--- src/rtl/stopwatch_pkg.sv ---
// Shared types for the stopwatch button path: hold-state encoding and a
// millisecond-to-cycle helper.
package stopwatch_pkg;

   typedef enum logic [1:0] {
      IDLE      = 2'd0,
      HELD      = 2'd1,
      HELD_LONG = 2'd2
   } btn_state_e;

   function automatic int unsigned ms_to_cycles(input int unsigned ms,
                                                input int unsigned khz);
      return ms * khz;
   endfunction

endpackage

--- src/rtl/ms_tick.sv ---
// Restartable millisecond prescaler: tick pulses once every CLK_FREQ_KHZ
// cycles, counted from the last cycle in which restart was high.
module ms_tick #(
   parameter int unsigned CLK_FREQ_KHZ = 100_000
) (
   input  logic clk,
   input  logic rst,
   input  logic restart,
   output logic tick
);

   localparam int unsigned W = (CLK_FREQ_KHZ > 1) ? $clog2(CLK_FREQ_KHZ) : 1;
   localparam logic [W-1:0] LAST = W'(CLK_FREQ_KHZ - 1);

   logic [W-1:0] cnt;

   always_ff @(posedge clk) begin
      if (rst || restart)
         cnt <= '0;
      else if (cnt == LAST)
         cnt <= '0;
      else
         cnt <= cnt + 1'b1;
   end

   // Suppressed while restarting so a stale phase can never leak into a new hold.
   assign tick = (cnt == LAST) && !restart;

endmodule

--- src/rtl/button_events.sv ---
// Turns a debounced button level into press / release / long-press /
// auto-repeat pulses for the stopwatch control FSM.
module button_events
   import stopwatch_pkg::*;
#(
   parameter int unsigned CLK_FREQ_KHZ     = 100_000,
   parameter int unsigned LONG_MS          = 1000,
   parameter int unsigned REPEAT_DELAY_MS  = 500,
   parameter int unsigned REPEAT_PERIOD_MS = 100
) (
   input  logic clk,
   input  logic rst,
   input  logic btn,
   output logic press,
   output logic release_evt,
   output logic was_long,
   output logic long_press,
   output logic repeat_evt,
   output logic held
);

   localparam int unsigned MSW     = $clog2(LONG_MS + 1);
   localparam int unsigned RPT_MAX = (REPEAT_DELAY_MS > REPEAT_PERIOD_MS) ?
                                     REPEAT_DELAY_MS : REPEAT_PERIOD_MS;
   localparam int unsigned RW      = $clog2(RPT_MAX + 1);

   localparam logic [MSW-1:0] LONG_LAST   = MSW'(LONG_MS - 1);
   localparam logic [MSW-1:0] LONG_SAT    = MSW'(LONG_MS);
   localparam logic [RW-1:0]  DELAY_LOAD  = RW'(REPEAT_DELAY_MS - 1);
   localparam logic [RW-1:0]  PERIOD_LOAD = RW'(REPEAT_PERIOD_MS - 1);

   btn_state_e     state;
   logic           btn_q;
   logic           tick;
   logic           restart;
   logic [MSW-1:0] ms_cnt;
   logic [RW-1:0]  rpt_cnt;

   // The prescaler sits at zero whenever idle, so the press cycle is phase 0.
   assign restart = (state == IDLE);

   ms_tick #(
      .CLK_FREQ_KHZ(CLK_FREQ_KHZ)
   ) u_ms_tick (
      .clk    (clk),
      .rst    (rst),
      .restart(restart),
      .tick   (tick)
   );

   always_ff @(posedge clk) begin
      if (rst) begin
         // btn_q tracks btn through reset so a button held at reset exit is not a press.
         state       <= IDLE;
         btn_q       <= btn;
         ms_cnt      <= '0;
         rpt_cnt     <= '0;
         press       <= 1'b0;
         release_evt <= 1'b0;
         was_long    <= 1'b0;
         long_press  <= 1'b0;
         repeat_evt  <= 1'b0;
         held        <= 1'b0;
      end else begin
         btn_q       <= btn;
         // NOTE: pulses default low here and are overridden below; with <= the
         // last assignment in the block wins, giving clean one-cycle strobes.
         press       <= 1'b0;
         release_evt <= 1'b0;
         was_long    <= 1'b0;
         long_press  <= 1'b0;
         repeat_evt  <= 1'b0;

         case (state)
            IDLE: begin
               if (btn && !btn_q) begin
                  state   <= HELD;
                  press   <= 1'b1;
                  held    <= 1'b1;
                  ms_cnt  <= '0;
                  rpt_cnt <= DELAY_LOAD;
               end
            end

            HELD, HELD_LONG: begin
               // Release takes priority over any long-press or repeat due now.
               if (!btn) begin
                  state       <= IDLE;
                  held        <= 1'b0;
                  release_evt <= 1'b1;
                  was_long    <= (state == HELD_LONG);
               end else if (tick) begin
                  if (ms_cnt != LONG_SAT)
                     ms_cnt <= ms_cnt + 1'b1;
                  if (state == HELD && ms_cnt == LONG_LAST) begin
                     state      <= HELD_LONG;
                     long_press <= 1'b1;
                  end
                  if (rpt_cnt == '0) begin
                     repeat_evt <= 1'b1;
                     rpt_cnt    <= PERIOD_LOAD;
                  end else begin
                     rpt_cnt <= rpt_cnt - 1'b1;
                  end
               end
            end

            default: begin
               state <= IDLE;
               held  <= 1'b0;
            end
         endcase
      end
   end

endmodule

--- config.mk ---
export PLATFORM = sky130hd
export DESIGN_NAME = button_events
export DESIGN_NICKNAME = d
export VERILOG_FILES = /design/src/rtl/stopwatch_pkg.sv /design/src/rtl/ms_tick.sv /design/src/rtl/button_events.sv
export SDC_FILE = /design/constraint.sdc
export NUM_CORES = 1
export LEC_CHECK = 0
export BUFFER_PORTS_ARGS = -buffer_cell sky130_fd_sc_hd__buf_2
export CAP_MARGIN = 20
export CORE_UTILIZATION = 50
export DETAILED_ROUTE_END_ITERATION = 6
export GPL_TIMING_DRIVEN = 0
export PLACE_DENSITY = 0.78
export SETUP_SLACK_MARGIN = 0.5
export SYNTH_ARGS = -nofsm -noshare
export SYNTH_HDL_FRONTEND = slang
export SYNTH_HIERARCHICAL = 1
export SYNTH_SLANG_ARGS = --single-unit
--- constraint.sdc ---
create_clock -name clk -period 3.1 [get_ports clk]
set_clock_uncertainty 0.2 [all_clocks]
set_input_delay 0.62 -clock clk [delete_from_list [all_inputs] [get_ports clk]]
set_output_delay 0.62 -clock clk [all_outputs]
set_load 0.05 [all_outputs]
==> results of run 1 <==
logic make-up after synthesis:
logic type / after synthesis
and+or+nand+nor: 119
AOI/OAI and AO/OA: 53
DFF: 45
buffers and inverters: 22
xor gates and xnor gates: 13
adders and majority gates: 8
muxes: 1
worst register-to-register path: stages, from the launching register on:
cell and delay, ns:
dfxtp_4 0.37, nor4_4 0.26, nand3b_1 0.16, nor4_4 0.25, nand2_1 0.12, a221o_2 0.44, buf_8 0.16, buf_8 0.14
o31ai_4 0.24, a21boi_1 0.09
flip-flops by register name, summed over array words and instances, names as in the netlist, 2 cells and up:
name,flops
u_ms_tick/cnt,17
rpt_cnt,9
ms_cnt,10
state,2
final cells by class:
type,count,share of cell area
Tap cell,52,0.0242
Timing Repair Buffer,19,0.0520
Inverter,12,0.0167
Clock buffer,8,0.0297
Multi-Input combinational cell,194,0.514
Buffer,10,0.0251
Sequential cell,45,0.339
power breakdown:
group	switching [mW]	internal, mW	total, mW
clock network	0.196	0.160	0.356
registers	0.0214	0.598	0.620
logic	0.148	0.106	0.254
Yosys cell counts, drive strengths merged, types with 7 or more instances:
cell    count
nand3      12
nand2      13
nand4      12
a21oi      13
o21ai      11
xnor2      11
dfxtp      45
clkbuf      7
nor4       10
nor2       31
ha          8
inv        12
what timing repair did:
item	CTS	global route
gates cloned	0	1
pin swaps	6	15
gates resized for setup	11	27
setup buffers	6	4
endpoints found under the setup margin	19	18
hold endpoints to repair	0	0
stage by stage:
step	cell area [um2]	total power, mW	hold slack [ns]
final	2690	1.23	0.277
after global routing	2690	1.28	0.302
after CTS	2540	1.19	0.276
after detailed placement	2390	0.835	0.249
after global placement	2390	0.832	0.245
after floorplan	2290	0.786	0.231
how the worst max path moves through the flow:
stage | end | from | cells past startpoint
finish | ms_cnt[8] | u_ms_tick/cnt[12] | 9
global route | ms_cnt[5] | state[1] | 7
floorplan | rpt_cnt[4] | u_ms_tick/cnt[0] | 8
global placement | ms_cnt[8] | u_ms_tick/cnt[12] | 9
CTS | rpt_cnt[4] | u_ms_tick/cnt[1] | 8
detailed placement | ms_cnt[8] | u_ms_tick/cnt[12] | 9
routing by layer:
layer  part of all wire  GRT usage  wire [um]  vias to the layer above
met1               0.46      0.300       2480                      984
li1                   -          -          -                     1027
met4              0.021     0.0612        113                        0
met2               0.47      0.342       2520                       57
met5                  0          0          0                        -
met3              0.043     0.0538        230                       13
==> results.py, run 1 <==
metrics = {
    "critical_path": {
        "worstPathRequired_ns": 3.10,
        "worstSetupPathType": "flop to flop",
        "start_kind": "flop",
        "ff2ff_setup_slack_ns": 0.57,
        "crit_buf_inv": 2,
        "reg2reg_to": "ms_cnt[8]",
        "cp_slowest_stage_delay_ns": 0.44,
        "path_max_fanout": 10,
        "cp_cell_sequence": "nor4_4 > nand3b_1 > nor4_4 > nand2_1 > a221o_2 > buf_8 > buf_8 > o31ai_4 > a21boi_1",
        "slowest_stage": "a221o_2",
        "reg2reg_depth": 9,
        "worstReg2RegStart": "u_ms_tick/cnt[12]",
        "critPathCaptureType": "flop",
        "arrival_ns": 2.53,
        "crit_family": "simple AND/OR/NAND/NOR gates",
    },
    "synth": {
        "syn_inst": 261,
        "ys_warn_count": 6,
        "synth_xor_area_frac": 0.0502,
        "synth.top_cell.area_share": 0.398,
        "synth_area_leaders": "dfxtp_1 40%, nor2_1 5.1%, ha_1 4.4%",
        "synthSimpleGateAreaFrac": 0.295,
        "synth_top_area_cell": "dfxtp_1",
        "synth_fp_nets": 272,
        "synth-seq-cells": 45,
        "synth_edf_count": 0,
        "synth_top_family_by_area": "simple AND/OR/NAND/NOR gates",
        "synth_mux_area_frac": 0.00442,
        "syn_area_per_cell_um2": 8.68,
        "synthAdderAreaFrac": 0.0442,
        "yosysSeqAreaShare": 0.398,
        "yosysUniqueCellTypes": 52,
        "syn_area_um2": 2270,
        "synthArstFlopShare": 0,
        "synth_compound_gate_area_share": 0.170,
        "synth_top_flop_cell": "dfxtp_1",
    },
    "finish": {
        "mostFrequentLayoutCells": "38 x dfxtp_1, 31 x nor2_1, 13 x nand2_1, 13 x a21oi_1",
        "final_nets": 298,
        "final_common_cell": "dfxtp_1",
        "num_antenna_cells": 0,
        "finalNonFillerCells": 340,
        "drive_gt1_frac": 0.212,
        "post-route-util": 0.619,
        "nFillCells": 360,
        "seq_area_um2": 912,
        "multiInputGateArea_um2": 1380,
        "syn_to_final_growth_pct": 18.9,
    },
    "min_path": {
        "hold_class": "flop to flop",
        "holdPathEnd": "rpt_cnt[7]",
        "holdPathStages": 2,
        "min-delay-start": "rpt_cnt[7]",
    },
    "clock_network": {
        "cts_tree": "yes",
        "htreeDepth": 2,
        "clk-insertion-delay-late_ns": 0.31,
        "cts_inserted_buffers": 5,
        "clockBufferDepth": 2,
        "clk_pin_slew_ns": 0.09,
        "cts_sinks": 45,
        "ctsHoldBuffers": 0,
        "cts-root-buf": "clkbuf_8",
    },
    "global_routing": {
        "grt_use_total": 0.219,
        "grt_overflow_total": 0,
        "antenna_found_initial": 0,
        "grt_pass1_vias": 1841,
        "grt_max_degree": 13,
        "grt_pass1_wl_mm": 8.50,
    },
    "sta": {
        "rsz0062_at_grt": "yes",
        "relSlewSlack": 0.504,
        "fin_tns_setup_ns": 0,
        "finalCriticalPeriod_ns": 2.53,
        "hold_viol_final": 0,
        "maxSlewViolCount": 0,
        "fmax_ghz": 0.395,
        "tightest_slew_ns": 0.738,
        "fin_crit_sh": 0.817,
        "final-setup-viol-count": 0,
        "worst_slack_ns": 0.568,
    },
    "drt": {
        "wl_per_cell_um": 15.7,
        "via_per_inst": 6.12,
        "routed_wl_mm": 5.34,
        "first_pass_iters": 4,
        "ant_nets": 0,
        "drt_iter0_drc": 161,
        "routed-via-count": 2081,
        "drc": 0,
    },
    "placed_design": {
        "dp_cells": 321,
        "port_buffers": 8,
        "place_congestion": 0.866,
        "hpwlAfterDp_mm": 3.40,
        "pre_cts_ws_ns": 0.136,
    },
    "pwr": {
        "powerDensity_nw_per_um2": 457,
        "worst_ir_drop_vdd_v": 0.000321,
        "p_leak_nw": 0.883,
    },
    "flow_run": {
        "drv_cap": 0,
    },
    "die": {
        "ios": 9,
        "core_area_um2": 4350,
        "dieArea_um2": 4810,
        "die_h_um": 69.3,
        "rows": 24,
        "die_w_um": 69.3,
        "start_util": 0.520,
    },
    "status": {
        "status": "finished clean",
    },
}
No activity file was read; power rests on OpenSTA's default activity.
==> run 2, diff against run 1 <==
Settings changed: ABC_AREA set to 1.
Clock period 3.1 ns to 2.15 ns, I/O delays scaled along.
==> run 2 against run 1 <==
Power grew 84%. Design area up 21%. Global-route usage rose by 0.55 points. Non-clock buffer count grew 6. Highest routed layer unchanged. Sequential power rose by 49%. Sequential share of layout area decreased by 5.9 points. Fmax up 23%. Final cell count increased by 44%. Register-to-register slack got worse by 0.47 ns. Clock power is 89% higher. Via count grew 22%. Sequential cell count did not move. Critical endpoint is now ms_cnt[5].
==> results.py, run 2 <==
metrics = {
    "finish": {
        "mostFrequentLayoutCells": "87 x nand2_1, 56 x nor2_1, 52 x inv_1, 38 x dfxtp_1, 29 x nand3_1",
        "largest_register_ffs": 17,
        "drive_gt1_frac": 0.268,
        "final_nets": 432,
        "reg_top3": "u_ms_tick/cnt x17, ms_cnt x10, rpt_cnt x9",
        "regMostFlops": "u_ms_tick/cnt",
        "post-route-util": 0.671,
        "finalNonFillerCells": 489,
        "syn_to_final_growth_pct": 25.8,
        "final_common_cell": "nand2_1",
        "num_antenna_cells": 0,
    },
    "min_path": {
        "holdPathStages": 1,
        "hold_class": "input port to flop",
    },
    "pwr": {
        "worst_ir_drop_vdd_v": 0.000384,
        "p_comb_frac": 0.296,
        "p_seq_frac": 0.407,
        "switching_share": 0.326,
        "p_switching_mw": 0.740,
        "total_power_mw": 2.27,
        "powerDensity_nw_per_um2": 697,
        "clkPwrFrac": 0.298,
        "p_leak_nw": 1.33,
        "intPower_mw": 1.53,
    },
    "die": {
        "start_util": 0.533,
        "die_w_um": 73.9,
        "die_h_um": 73.9,
        "rows": 25,
        "core_area_um2": 4850,
        "ios": 9,
        "dieArea_um2": 5460,
    },
    "sta": {
        "fin_crit_sh": 0.954,
        "rsz0062_at_grt": "yes",
        "tightest_slew_ns": 0.619,
        "finalCriticalPeriod_ns": 2.05,
        "relSlewSlack": 0.587,
        "final-setup-viol-count": 0,
        "hold_viol_final": 0,
        "fmax_ghz": 0.487,
        "maxSlewViolCount": 0,
    },
    "drt": {
        "wl_per_cell_um": 12.8,
        "routed-via-count": 2529,
        "first_pass_iters": 4,
        "ant_nets": 0,
        "routed_wl_mm": 6.25,
        "drt_iter0_drc": 257,
        "via_per_inst": 5.17,
        "drc": 0,
    },
    "synth": {
        "syn_area_um2": 2590,
        "synth_top_area_cell": "dfxtp_1",
        "yosysSeqAreaShare": 0.348,
        "synth_top_flop_cell": "dfxtp_1",
        "synth-seq-cells": 45,
        "synth_area_leaders": "dfxtp_1 35%, nand2_1 13%, nor2_1 8.7%",
        "synth_most_common_cell": "nand2_1",
        "synth_fp_nets": 393,
        "ys_warn_count": 6,
        "syn_inst": 382,
        "yosys-top-cells-count": "92 x nand2_1, 60 x nor2_1, 52 x inv_1, 45 x dfxtp_1, 32 x nand3_1",
        "synth_edf_count": 0,
        "synth.top_cell.area_share": 0.348,
        "synthArstFlopShare": 0,
        "syn_area_per_cell_um2": 6.77,
        "yosysUniqueCellTypes": 32,
    },
    "global_routing": {
        "grt_max_degree": 14,
        "antenna_found_initial": 0,
        "grt_overflow_total": 0,
        "grt_pass1_wl_mm": 9.28,
        "grt_pass1_vias": 2122,
        "grt_use_total": 0.224,
    },
    "placed_design": {
        "place_congestion": 0.866,
        "dp_cells": 457,
        "port_buffers": 8,
        "hpwlAfterDp_mm": 3.79,
    },
    "critical_path": {
        "arrival_ns": 2.05,
        "critPathCaptureType": "flop",
        "worstSetupPathType": "flop to flop",
        "start_kind": "flop",
        "worstPathRequired_ns": 2.14,
        "path_max_fanout": 5,
        "reg2reg_depth": 15,
    },
    "clock_network": {
        "cts_sinks": 45,
        "htreeDepth": 2,
        "cts_tree": "yes",
        "cts-root-buf": "clkbuf_8",
        "ctsHoldBuffers": 0,
        "clockBufferDepth": 2,
        "clk-insertion-delay-late_ns": 0.31,
        "clk_pin_slew_ns": 0.08,
        "cts_inserted_buffers": 5,
    },
    "flow_run": {
        "drv_cap": 0,
    },
    "status": {
        "status": "finished clean",
    },
}
run 2: cell types whose count changed in the layout (fill, tap and decap cells not counted), sizes merged, moves of 10 or more:
cell   previous run  this run
nor2             31        74
nor4             10         0
buf              23        33
nand3            12        35
inv              12        60
nand2            13       103
run 2: repair_timing:
item                                    4_1_cts  5_1_grt
endpoints found under the setup margin       35       36
setup buffers                                12        9
pin swaps                                    15       15
gates cloned                                  2        1
resized for setup                            14       30
run 2: power groups by stage:
| stage | clock network (mW) | logic [mW] | registers [mW] |
|---|---|---|---|
| 3_5_place_dp | 0 | 0.452 | 0.935 |
| 4_1_cts | 0.685 | 0.555 | 0.916 |
| 2_1_floorplan | 0 | 0.354 | 0.944 |
| 3_3_place_gp | 0 | 0.441 | 0.934 |
| 5_1_grt | 0.724 | 0.722 | 0.926 |
| 6_report | 0.674 | 0.671 | 0.922 |
run 2: path summary, 6_finish.rpt:
kind                    start  slack [ns]         end
max          u_ms_tick/cnt[7]         0.1   ms_cnt[5]
min                       btn        0.15       btn_q
max reg2reg  u_ms_tick/cnt[7]         0.1   ms_cnt[5]
min reg2reg        rpt_cnt[8]        0.27  rpt_cnt[8]
run 2: area by class of cell:
cell class	count	area (um2)
plain buffers	4	58.8
clock buffers	7	86.3
clock inverters	1	30.0
fillers	384	1600
inverters	60	240
multi-input cells	273	1540
flip-flops and latches	45	910
well taps	67	83.8
repair buffers	31	290
repair inverters	1	11.3
run 2: metal layers:
layer | track usage | wire, um | part of all wire
met4 | 0.0962 | 93 | 0.015
met1 | 0.283 | 2620 | 0.42
met3 | 0.0439 | 305 | 0.049
met5 | 0 | 0 | 0
met2 | 0.372 | 3230 | 0.52
run 2: cell families (layout without fill, tap and decap cells):
family | count (synthesis) | count (layout) | synth area share
AO/OA/AOI/OAI | 35 | 35 | 0.0793
flip-flops | 45 | 45 | 0.348
buffers and inverters | 64 | 104 | 0.112
adder cells (fa/ha/maj) | 8 | 8 | 0.0387
XOR/XNOR | 8 | 8 | 0.0271
AND/OR/NAND/NOR | 222 | 222 | 0.394
run 2: critical path, stage by stage, from the launching register on:
cell	delay [ns]
dfxtp_1	0.42
nand2_1	0.07
nor2_1	0.10
nand3_1	0.14
inv_2	0.10
nand2_4	0.06
nor2_4	0.10
nand3_2	0.10
nand2_4	0.10
nand2_8	0.07
clkinv_8	0.07
buf_12	0.10
buf_12	0.09
nand4_1	0.09
nand2_1	0.08
nor2_1	0.04
run 2: per-stage QoR:
stage          hold WS (ns)  instance area [um2]  worst slack, ns  setup TNS [ns]
3_3_place_gp          0.231                 2740           0.0748               0
4_1_cts               0.133                 3060           0.0889               0
5_1_grt               0.134                 3250          -0.0474          -0.253
2_1_floorplan         0.221                 2620            0.220               0
6_report              0.146                 3250           0.0984               0
3_5_place_dp          0.231                 2740           0.0534               0
